`src/rtl/debounce_bank.sv`:
```
// debounce_bank: multi-channel switch debouncer with registered rise/fall pulses.
// Each channel is synchronised by two flops, then accepts a new level only after
// it has held for DEBOUNCE_LIMIT consecutive clocks.
module debounce_bank #(
  parameter int unsigned NUM_CH         = 4,
  parameter int unsigned DEBOUNCE_LIMIT = 250000,
  parameter logic        INIT_STATE     = 1'b0
) (
  input  logic              i_Clk,
  input  logic              i_Rst,
  input  logic [NUM_CH-1:0] i_Switch,
  output logic [NUM_CH-1:0] o_Switch,
  output logic [NUM_CH-1:0] o_Rise,
  output logic [NUM_CH-1:0] o_Fall,
  output logic              o_Any_Change
);

  localparam int unsigned       CW       = (DEBOUNCE_LIMIT > 1) ? $clog2(DEBOUNCE_LIMIT) : 1;
  localparam logic [CW-1:0]     CNT_LAST = CW'(DEBOUNCE_LIMIT - 1);
  localparam logic [NUM_CH-1:0] INIT_VEC = {NUM_CH{INIT_STATE}};

  logic [NUM_CH-1:0] sync0;
  logic [NUM_CH-1:0] sync;
  logic [CW-1:0]     count      [NUM_CH];
  logic [CW-1:0]     count_next [NUM_CH];
  logic [NUM_CH-1:0] state_next;
  logic [NUM_CH-1:0] rise_next;
  logic [NUM_CH-1:0] fall_next;

  // Two-flop synchroniser for the asynchronous switch pins.
  always_ff @(posedge i_Clk or posedge i_Rst) begin
    if (i_Rst) begin
      sync0 <= INIT_VEC;
      sync  <= INIT_VEC;
    end else begin
      sync0 <= i_Switch;
      sync  <= sync0;
    end
  end

  // Per-channel filter: restart on agreement, accept at the last count, else count up.
  always_comb begin
    state_next = o_Switch;
    rise_next  = '0;
    fall_next  = '0;
    for (int i = 0; i < NUM_CH; i++) begin
      count_next[i] = count[i];
      if (sync[i] == o_Switch[i]) begin
        count_next[i] = '0;
      end else if (count[i] == CNT_LAST) begin
        count_next[i] = '0;
        state_next[i] = sync[i];
        rise_next[i]  = sync[i];
        fall_next[i]  = ~sync[i];
      end else begin
        count_next[i] = count[i] + CW'(1);
      end
    end
  end

  // Counters, debounced state and pulse outputs; reset never produces a pulse.
  always_ff @(posedge i_Clk or posedge i_Rst) begin
    if (i_Rst) begin
      for (int i = 0; i < NUM_CH; i++) begin
        count[i] <= '0;
      end
      o_Switch     <= INIT_VEC;
      o_Rise       <= '0;
      o_Fall       <= '0;
      o_Any_Change <= 1'b0;
    end else begin
      for (int i = 0; i < NUM_CH; i++) begin
        count[i] <= count_next[i];
      end
      o_Switch     <= state_next;
      o_Rise       <= rise_next;
      o_Fall       <= fall_next;
      o_Any_Change <= |(rise_next | fall_next);
    end
  end

endmodule

```
`config.mk`:
```
export PLATFORM = sky130hd
export DESIGN_NAME = debounce_bank
export DESIGN_NICKNAME = d
export VERILOG_FILES = /design/src/rtl/debounce_bank.sv
export SDC_FILE = /design/constraint.sdc
export NUM_CORES = 1
export LEC_CHECK = 0
export BUFFER_PORTS_ARGS = -buffer_cell sky130_fd_sc_hd__buf_2
export CORE_ASPECT_RATIO = 1.25
export CORE_MARGIN = 5
export CORE_UTILIZATION = 50
export DETAILED_ROUTE_END_ITERATION = 6
export HOLD_SLACK_MARGIN = 0.02
export PLACE_DENSITY = 0.67
export SYNTH_ARGS = -nofsm -noshare
export SYNTH_HDL_FRONTEND = slang
export SYNTH_SLANG_ARGS = --single-unit
```
`constraint.sdc`:
```
create_clock -name i_Clk -period 3.3 [get_ports i_Clk]
set_input_delay 0.66 -clock i_Clk [delete_from_list [all_inputs] [get_ports i_Clk]]
set_output_delay 0.66 -clock i_Clk [all_outputs]
set_load 0.05 [all_outputs]
```
==> flow_metrics.env <==
export IMPL_synth_largest_area_cell="dfrtp_1"
export IMPL_gp_congestion=0.794
export IMPL_drv_cap=0
export IMPL_cts_tree="built"
export IMPL_nNetsFinal=442
export IMPL_synth_cells=410
export IMPL_relSlewSlack_pct=45.7
export IMPL_timing_fmax_mhz=468
export IMPL_die_y_um=114
export IMPL_leakage_uw=0.00194
export IMPL_synth_fp_nets=420
export IMPL_syn_area_mm2=0.00434
export IMPL_viasPerCell=5.56
export IMPL_core_area_mm2=0.00856
export IMPL_startpoint="count[36]"
export IMPL_worstPathMaxFanout=17
export IMPL_synthFlopType="dfrtp_1"
export IMPL_dr_pass1_iters=6
export IMPL_cts_hold_buf=0
export IMPL_clkSinkCount=93
export IMPL_cp_end_kind="flop"
export IMPL_portBuffers=18
export IMPL_dp_hpwl_um=5220
export IMPL_drc=0
export IMPL_wl_um=7660
export IMPL_cts_buffer_depth=2
export IMPL_arrival_ns=2.36
export IMPL_power_density_mw_per_mm2=430
export IMPL_synth_area_leaders="dfrtp_1 54%, xnor2_1 7.9%, nor2_1 6.3%"
export IMPL_ir_drop_mv=0.175
export IMPL_final_max_slew_viol_count=0
export IMPL_start_util_pct=50.7
export IMPL_clkTransAtPathRegs_ns=0.09
export IMPL_ant_nets=0
export IMPL_worstSetupPathType="flop to flop"
export IMPL_hp_start="sync0[0]"
export IMPL_die_x_um=93.3
export IMPL_setup_tns_ns=0
export IMPL_worstHoldPathType="flop to flop"
export IMPL_rr_startpoint="count[36]"
export IMPL_start_kind="flop"
export IMPL_grt_pass1_wl_um=13500
export IMPL_setup_viol=0
export IMPL_ys_ff_latch=93
export IMPL_vias=2988
export IMPL_grt_setup_unrepaired="false"
export IMPL_grt_usage_pct=15.8
export IMPL_synth_cell_types=42
export IMPL_async_reset_ff_share_pct=100
export IMPL_status="complete, no violations"
export IMPL_power_uw=2040
export IMPL_power_frac_seq_pct=57.4
export IMPL_ys_seq_area_share_pct=53.6
export IMPL_clk_latency_ns=0.37
export IMPL_switching_share_pct=23.7
export IMPL_yosys_warnings=0
export IMPL_post_drt_wl_per_cell_um=14.3
export IMPL_cts_resized_gates=0
export IMPL_fill_cells=745
export IMPL_synth_top_cell_area_share_pct=53.6
export IMPL_finClkSkew_ns=0.0113
export IMPL_diodes=0
export IMPL_multi_input_area_mm2=0.00192
export IMPL_die_area_mm2=0.0107
export IMPL_grt_max_degree=48
export IMPL_area_growth_pct=9.52
export IMPL_fin_hold_ws_ns=0.355
export IMPL_clockPowerShare_pct=39.4
export IMPL_p_switching_uw=483
export IMPL_io_pins=19
export IMPL_root_buffer="clkbuf_8"
export IMPL_finalHoldViolCount=0
export IMPL_tightestPinTransition_ns=0.814
export IMPL_p_comb_share_pct=3.2
export IMPL_drive_above_1_share_pct=13.3
export IMPL_p_int_uw=1560
export IMPL_cts_made_buffers=9
export IMPL_gr_total_overflow=0
export IMPL_period_minus_slack_ns=2.14
export IMPL_crit_required_ns=3.52
export IMPL_period_share_pct=64.8
export IMPL_htreeDepth=3
export IMPL_drt_iter0_markers=87
export IMPL_synth_edf_count=0
export IMPL_avgSynthCellArea_um2=10.6
export IMPL_grt_pass1_vias=2919
export IMPL_cts_setup_buffers=0
export IMPL_core_rowCount=38
export IMPL_antenna_found_initial=0
export IMPL_seqCellArea_mm2=0.00233
==> power groups by stage <==
| stage | Combinational [uW] | Sequential [uW] | Clock [uW] |
|---|---|---|---|
| global placement | 67.6 | 1190 | 0 |
| finish | 65.8 | 1170 | 805 |
| global route | 78.0 | 1180 | 890 |
| floorplan | 50.3 | 1190 | 0 |
| detailed placement | 67.8 | 1190 | 0 |
| CTS | 68.7 | 1170 | 827 |
==> area by class of cell <==
class | count | area share [%]
Multi-Input combinational cell | 297 | 40.5
Timing Repair Buffer | 19 | 2.32
Clock buffer | 10 | 2.90
Sequential cell | 93 | 49.0
Tap cell | 100 | 2.63
Inverter | 12 | 0.974
Clock inverter | 6 | 1.69
==> through the flow <==
| step | utilization (%) | worst slack (ns) | std cells | area (um^2) |
|---|---|---|---|---|
| after floorplan | - | 0.220 | 410 | 4340 |
| after global placement | 53.0 | 1.21 | 521 | 4530 |
| after detailed placement | 53.0 | 1.14 | 521 | 4530 |
| after CTS | 55.5 | 1.12 | 537 | 4750 |
| after global routing | 55.5 | 0.967 | 537 | 4750 |
| final | 55.5 | 1.16 | 537 | 4750 |
==> cells in the mapped netlist (all sizes together), types with 7 or more instances <==
library cell,n
a21oi,7
and3,7
dfrtp,93
inv,12
nand2,15
nand3,23
nand4,22
nor2,73
nor3,10
nor3b,9
nor4,18
or4,9
xnor2,39
xor2,22
==> path summary, 6_finish.rpt <==
check,end,slack [ns],cells after the start
min,sync[0],0.36,0
max,count[39],1.16,5
min in group asynchronous,sync[1],0.43,2
max in group asynchronous,count[15],2.18,3
max reg2reg,count[39],1.16,5
min reg2reg,sync[0],0.36,0
==> metal layers <==
metal  vias to the layer above  track usage [%]  part of all wire, %
met1                      1450             21.5                   47
met2                        43             24.4                   48
met3                        10             4.21                  3.7
met4                         0             5.57                  1.4
li1                       1485                -                    -
met5                         -                0                    0
==> critical path: stages (launching register included) <==
cell and delay [ns]:
dfrtp_1 0.40, ha_1 0.25, nand3_4 0.15, or4_4 0.53, o21ai_2 0.56, nor2_1 0.12
==> placed cells by master (no fill, tap or decap), drive strengths merged, types with 3 or more instances in the layout <==
cell and count:
nor3 10, and4 6, or2 5, mux2 4, ha 4, o21ai 3
a21oi 7, nand2 15, dfrtp 93, buf 19, xor2 22, nand4 22
o31ai 6, and3 7, clkbuf 10, or4 9, inv 13, nor4b 3
nor4 18, xnor2 39, nor2 73, nor3b 9, clkinv 3, nand3 23
==> sequential cells by signal, indices dropped and copies added, names as in the netlist <==
name / count
sync0: 4
o_Fall: 4
count: 72
o_Rise: 4
sync: 4
o_Switch: 4
o_Any_Change: 1
==> cells by family after synthesis <==
group / after synthesis / synth area share (%)
simple gates: 208 / 26.4
flops: 93 / 53.6
xor+xnor: 61 / 12.3
buf+inv: 20 / 1.99
compound gates: 18 / 2.91
mux: 6 / 1.59
fa+ha+maj: 4 / 1.15
Power figures use the tool's default switching activity.
